<file path="src/rtl/vector_element_sequencer.sv">
// Issues element indices 1..vector_max (up) or vector_max..1 (down) for one
// vector operation, with per-cycle stall, a last-element flag and a done pulse.
module vector_element_sequencer #(
  parameter int N = 6
) (
  input  logic         clk,
  input  logic         rst,
  input  logic         start,
  input  logic         op_type,
  input  logic [N-1:0] vector_max,
  input  logic         stall,
  output logic [N-1:0] counter,
  output logic         elem_valid,
  output logic         last,
  output logic         busy,
  output logic         done
);

  typedef enum logic [1:0] {
    S_IDLE,
    S_RUN,
    S_DONE
  } state_t;

  state_t       state_q, state_d;
  logic [N-1:0] counter_q, counter_d;
  logic [N-1:0] end_q, end_d;
  logic         up_q, up_d;
  logic         last_q, last_d;

  always_comb begin
    // NOTE: every variable gets its hold value first so no path leaves it unassigned (no latch).
    state_d   = state_q;
    counter_d = counter_q;
    end_d     = end_q;
    up_d      = up_q;
    last_d    = last_q;

    case (state_q)
      S_IDLE: begin
        if (start) begin
          if (vector_max != '0) begin
            up_d      = op_type;
            end_d     = op_type ? vector_max : N'(1);
            counter_d = op_type ? N'(1) : vector_max;
            last_d    = (vector_max == N'(1));
            state_d   = S_RUN;
          end else begin
            counter_d = '0;
            state_d   = S_DONE;
          end
        end
      end

      S_RUN: begin
        if (!stall) begin
          if (last_q) begin
            // Counter holds the end value; stopping here is what prevents wrap.
            last_d  = 1'b0;
            state_d = S_DONE;
          end else begin
            counter_d = up_q ? counter_q + N'(1) : counter_q - N'(1);
            last_d    = (counter_d == end_q);
          end
        end
      end

      S_DONE: state_d = S_IDLE;

      default: state_d = S_IDLE;
    endcase
  end

  always_ff @(posedge clk) begin
    // NOTE: sequential state uses non-blocking assignments so all registers update together.
    if (rst) begin
      state_q   <= S_IDLE;
      counter_q <= '0;
      end_q     <= '0;
      up_q      <= 1'b0;
      last_q    <= 1'b0;
    end else begin
      state_q   <= state_d;
      counter_q <= counter_d;
      end_q     <= end_d;
      up_q      <= up_d;
      last_q    <= last_d;
    end
  end

  assign counter    = counter_q;
  assign last       = last_q;
  assign elem_valid = (state_q == S_RUN) && !stall;
  assign busy       = (state_q != S_IDLE);
  assign done       = (state_q == S_DONE);

endmodule
</file>
<file path="config.mk">
export PLATFORM = sky130hd
export DESIGN_NAME = vector_element_sequencer
export DESIGN_NICKNAME = d
export VERILOG_FILES = /design/src/rtl/vector_element_sequencer.sv
export SDC_FILE = /design/constraint.sdc
export NUM_CORES = 1
export LEC_CHECK = 0
export BUFFER_PORTS_ARGS = -buffer_cell sky130_fd_sc_hd__buf_4
export CAP_MARGIN = 20
export CORE_MARGIN = 4
export CORE_UTILIZATION = 35
export CTS_CLUSTER_SIZE = 12
export DETAILED_ROUTE_END_ITERATION = 12
export GPL_TIMING_DRIVEN = 0
export MAX_ROUTING_LAYER = met4
export PLACE_DENSITY_LB_ADDON = 0.2
export SETUP_SLACK_MARGIN = 0.02
export SLEW_MARGIN = 20
export SYNTH_ARGS = -nofsm -noshare
export SYNTH_HDL_FRONTEND = slang
export SYNTH_SLANG_ARGS = --single-unit
</file>
<file path="constraint.sdc">
create_clock -name clk -period 3 [get_ports clk]
set_clock_uncertainty 0.2 [all_clocks]
set_input_delay 0.6 -clock clk [delete_from_list [all_inputs] [get_ports clk]]
set_output_delay 0.6 -clock clk [all_outputs]
set_load 0.01 [all_outputs]
</file>
==> results.sh <==
export IMPL_ff_latch_area_sq_um=320
export IMPL_cts_root_buf="clkbuf_4"
export IMPL_p_leak_nw=0.547
export IMPL_sequentialPowerShare_pct=39.6
export IMPL_dpl_instance_area_sq_um=1260
export IMPL_synth_cell_types=38
export IMPL_drv_max_cap_violation_count=0
export IMPL_worst_min_path_class="reg2reg"
export IMPL_antenna_found_initial=0
export IMPL_clk_transition_reported_paths_ns=0.11
export IMPL_grt_setup_unrepaired="false"
export IMPL_critical_path_required_ns=3.02
export IMPL_synth_warnings=0
export IMPL_cts_setup_buffers=0
export IMPL_numClockSinks=16
export IMPL_swShare_pct=34.4
export IMPL_cts_resized=0
export IMPL_die_h_um=63.8
export IMPL_nFillCells=301
export IMPL_grt_first_pass_wirelength_um=4750
export IMPL_result_of_the_run="finished clean"
export IMPL_detailed_place_hpwl_um=2240
export IMPL_worst_slew_pin_transition_ns=0.474
export IMPL_finalCriticalPeriod_ns=2.65
export IMPL_power_density_nw_per_um2=471
export IMPL_finalPower_w=0.000612
export IMPL_diodes=0
export IMPL_syn_nets=161
export IMPL_initial_core_util_pct=38.2
export IMPL_critical_path_max_stage_delay_ns=0.49
export IMPL_yosysSeqAreaShare_pct=29.4
export IMPL_synthDominantAreaCellType="dfxtp_1"
export IMPL_worst_flop_to_flop_path_endpoint="last$_SDFFE_PP0P_"
export IMPL_via_count=1081
export IMPL_power_clock_fraction_pct=24.4
export IMPL_cp_slowest_cell="or4b_1"
export IMPL_synth_seq_cells=16
export IMPL_critical_path_reg2reg_startpoint="counter[0]$_SDFFE_PP0P_"
export IMPL_std_cell_rows=19
export IMPL_grt_util_all_layers_pct=15.3
export IMPL_critical_path_top_cell_by_count="xor2_1"
export IMPL_die_area_sq_um=4070
export IMPL_postRouteWirelength_um=2770
export IMPL_final_core_utilization_pct=45.5
export IMPL_first_global_vias=1090
export IMPL_nets=184
export IMPL_postLayoutCellArea_sq_um=1300
export IMPL_detail_route_antenna_nets=0
export IMPL_critical_path_n_buffers_inverters=1
export IMPL_routed_via_density=5.46
export IMPL_drt_iter0_markers=25
export IMPL_combinationalPowerShare_pct=36.0
export IMPL_max_slew_margin_pct=68.3
export IMPL_hold_end="end_q[1]$_SDFFE_PP0P_"
export IMPL_footprint_of_the_multi_input_gates_sq_um=703
export IMPL_pin_count=21
export IMPL_hold_path_cell_count=2
export IMPL_switching_power_summed_over_all_nets_w=0.000211
export IMPL_post_drt_wl_per_cell_um=14.0
export IMPL_ratio_of_cells_with_drive_above_1_in_the_final_layout_pct=18.0
export IMPL_crit_chain="inv_1 -> fa_1 -> xor2_1 -> xor2_1 -> o2111ai_1 -> or4b_1 -> o31ai_1"
export IMPL_synthesis_area_per_instance_sq_um=7.51
export IMPL_cts_htree_levels=1
export IMPL_intPower_w=0.000401
export IMPL_timing_max_transition_violations_final=0
export IMPL_netlist_area_before_placement_sq_um=1090
export IMPL_holdBufCountCts=0
export IMPL_input_output_buffers=18
export IMPL_number_of_hold_violations_in_the_final_report=0
export IMPL_gpl_final_weighted_congestion=0.825
export IMPL_worstHoldStart="end_q[1]$_SDFFE_PP0P_"
export IMPL_largest_net_degree_at_the_start_of_global_routing=11
export IMPL_postSynthCellCount=145
export IMPL_worstSetupStartpointType="register"
export IMPL_synthDominantCellAreaShare_pct=29.4
export IMPL_area_delta_synth_final_pct=19.3
export IMPL_clkLatencyLatePin_ns=0.30
export IMPL_maxClockFrequency_ghz=0.378
export IMPL_firstDrtPassIters=4
export IMPL_yosys_top_cells_area="dfxtp_1, a21oi_1, nor2_1, ha_1, nand2_1"
export IMPL_fin_setup_tns_ns=0
export IMPL_ir_drop_mv=0.195
export IMPL_criticalPathCategory="reg2reg"
export IMPL_worstRegToRegCells=7
export IMPL_final_min_period_over_clock_period_pct=88.3
export IMPL_cts_inserted_buffers=3
export IMPL_path_delay_family="simple AND/OR/NAND/NOR gates"
export IMPL_floorplan_die_width_um=63.8
export IMPL_timing_critical_path_fanout_max=4
export IMPL_cts_root_to_sink_buffers=2
export IMPL_worst_setup_path_end_kind="register"
export IMPL_setup_slack_of_the_worst_register_to_register_path_ns=0.35
export IMPL_remaining_drc_errors=0
export IMPL_grt_overflow_total=0
export IMPL_setup_violations_final=0
export IMPL_fp_coreArea_sq_um=2850
export IMPL_tritoncts="done"
export IMPL_critPathArrivalTime_ns=2.67
-- power by group through the flow --
| stage | Sequential, W | Clock, W | Combinational [W] |
|---|---|---|---|
| 2_1_floorplan | 0.000248 | 0 | 0.000155 |
| 3_3_place_gp | 0.000247 | 0 | 0.000215 |
| 3_5_place_dp | 0.000248 | 0 | 0.000219 |
| 4_1_cts | 0.000243 | 0.000154 | 0.000221 |
| 5_1_grt | 0.000246 | 0.000166 | 0.000245 |
| 6_report | 0.000243 | 0.000149 | 0.000220 |
-- kinds of logic (layout without fill, tap and decap cells) --
kind of cell               count (synthesis)  after routing  share of synthesized area (%)
adders and majority gates                  5              5                           6.44
DFF                                       16             16                           29.4
and+or+nand+nor                           58             58                           26.1
buffers and inverters                     16             38                           5.98
AOI/OAI and AO/OA                         40             40                           23.2
muxes                                      1              1                          0.920
xor gates and xnor gates                   9              9                           7.93
-- layout make-up --
cell class,count,area share [%]
well taps,31,2.99
inverters,9,2.60
repair buffers,18,10.4
plain buffers,7,2.41
multi-input cells,113,54.1
flip-flops and latches,16,24.7
clock buffers,4,2.79
-- metrics by stage --
| stage | worst slack, ns | hold WS (ns) | cells |
|---|---|---|---|
| 2_1_floorplan | 0.594 | 0.244 | 145 |
| 3_3_place_gp | 0.359 | 0.264 | 194 |
| 3_5_place_dp | 0.374 | 0.268 | 194 |
| 4_1_cts | 0.333 | 0.283 | 198 |
| 5_1_grt | 0.244 | 0.297 | 198 |
| 6_report | 0.352 | 0.286 | 198 |
-- cells in the mapped netlist --
| cell | number |
|---|---|
| nand3_1 | 5 |
| o2111ai_1 | 1 |
| nand2b_1 | 5 |
| or4b_1 | 1 |
| nor2_1 | 20 |
| dfxtp_1 | 16 |
| xor2_1 | 4 |
| inv_1 | 9 |
| buf_4 | 1 |
| a211o_1 | 1 |
| a21oi_1 | 21 |
| or2_2 | 2 |
| or3b_1 | 1 |
| mux2i_1 | 1 |
| o21ai_0 | 3 |
| a211oi_2 | 1 |
| nor3_1 | 5 |
| a22o_1 | 1 |
| nor4b_1 | 1 |
| nor4_1 | 1 |
| or3b_2 | 1 |
| nor2b_1 | 2 |
| o21bai_1 | 1 |
| nand2_1 | 11 |
| a21o_1 | 1 |
| ha_1 | 4 |
| xnor2_2 | 1 |
| fa_1 | 1 |
| o31ai_1 | 2 |
| xnor2_1 | 4 |
| o21ba_1 | 1 |
| a211oi_1 | 2 |
| a31oi_1 | 3 |
| clkbuf_1 | 5 |
| o32a_2 | 1 |
| a311oi_1 | 1 |
| buf_2 | 1 |
| and3_1 | 3 |
-- worst min-delay path, delay by kind of cell (launching register included) --
family	cells	cell delay (ns)
flops	1	0.34
simple gates	1	0.06
compound gates	1	0.05
-- how the worst max path moves through the flow --
stage,cells past startpoint,to,start
2_1_floorplan,7,last$_SDFFE_PP0P_,counter[0]$_SDFFE_PP0P_
3_3_place_gp,7,last$_SDFFE_PP0P_,counter[0]$_SDFFE_PP0P_
3_5_place_dp,7,last$_SDFFE_PP0P_,counter[0]$_SDFFE_PP0P_
4_1_cts,7,last$_SDFFE_PP0P_,counter[0]$_SDFFE_PP0P_
5_1_grt,7,last$_SDFFE_PP0P_,counter[0]$_SDFFE_PP0P_
6_report,7,last$_SDFFE_PP0P_,counter[0]$_SDFFE_PP0P_
-- cell usage in the layout, fill, tap and decap left out, types with 4 or more instances in the layout --
master    instances
dfxtp_1          16
nor2_1           20
clkbuf_1          5
nor3_1            5
xnor2_1           4
nand2b_1          5
nand2_1          11
ha_1              4
xor2_1            4
buf_4            19
nand3_1           5
inv_1             9
a21oi_1          21
-- metal layers --
layer,GRT usage (%),wire length (um)
met1,19.6,1300
met2,23.1,1270
met3,3.15,133
met4,7.01,70
met5,-,0
-- sequential cells by signal, summed over array words and instances, names as in the netlist --
signal and cells:
last 1, state_q 2, up_q 1, end_q 6, counter 6
(Power assumes the default switching activity.)
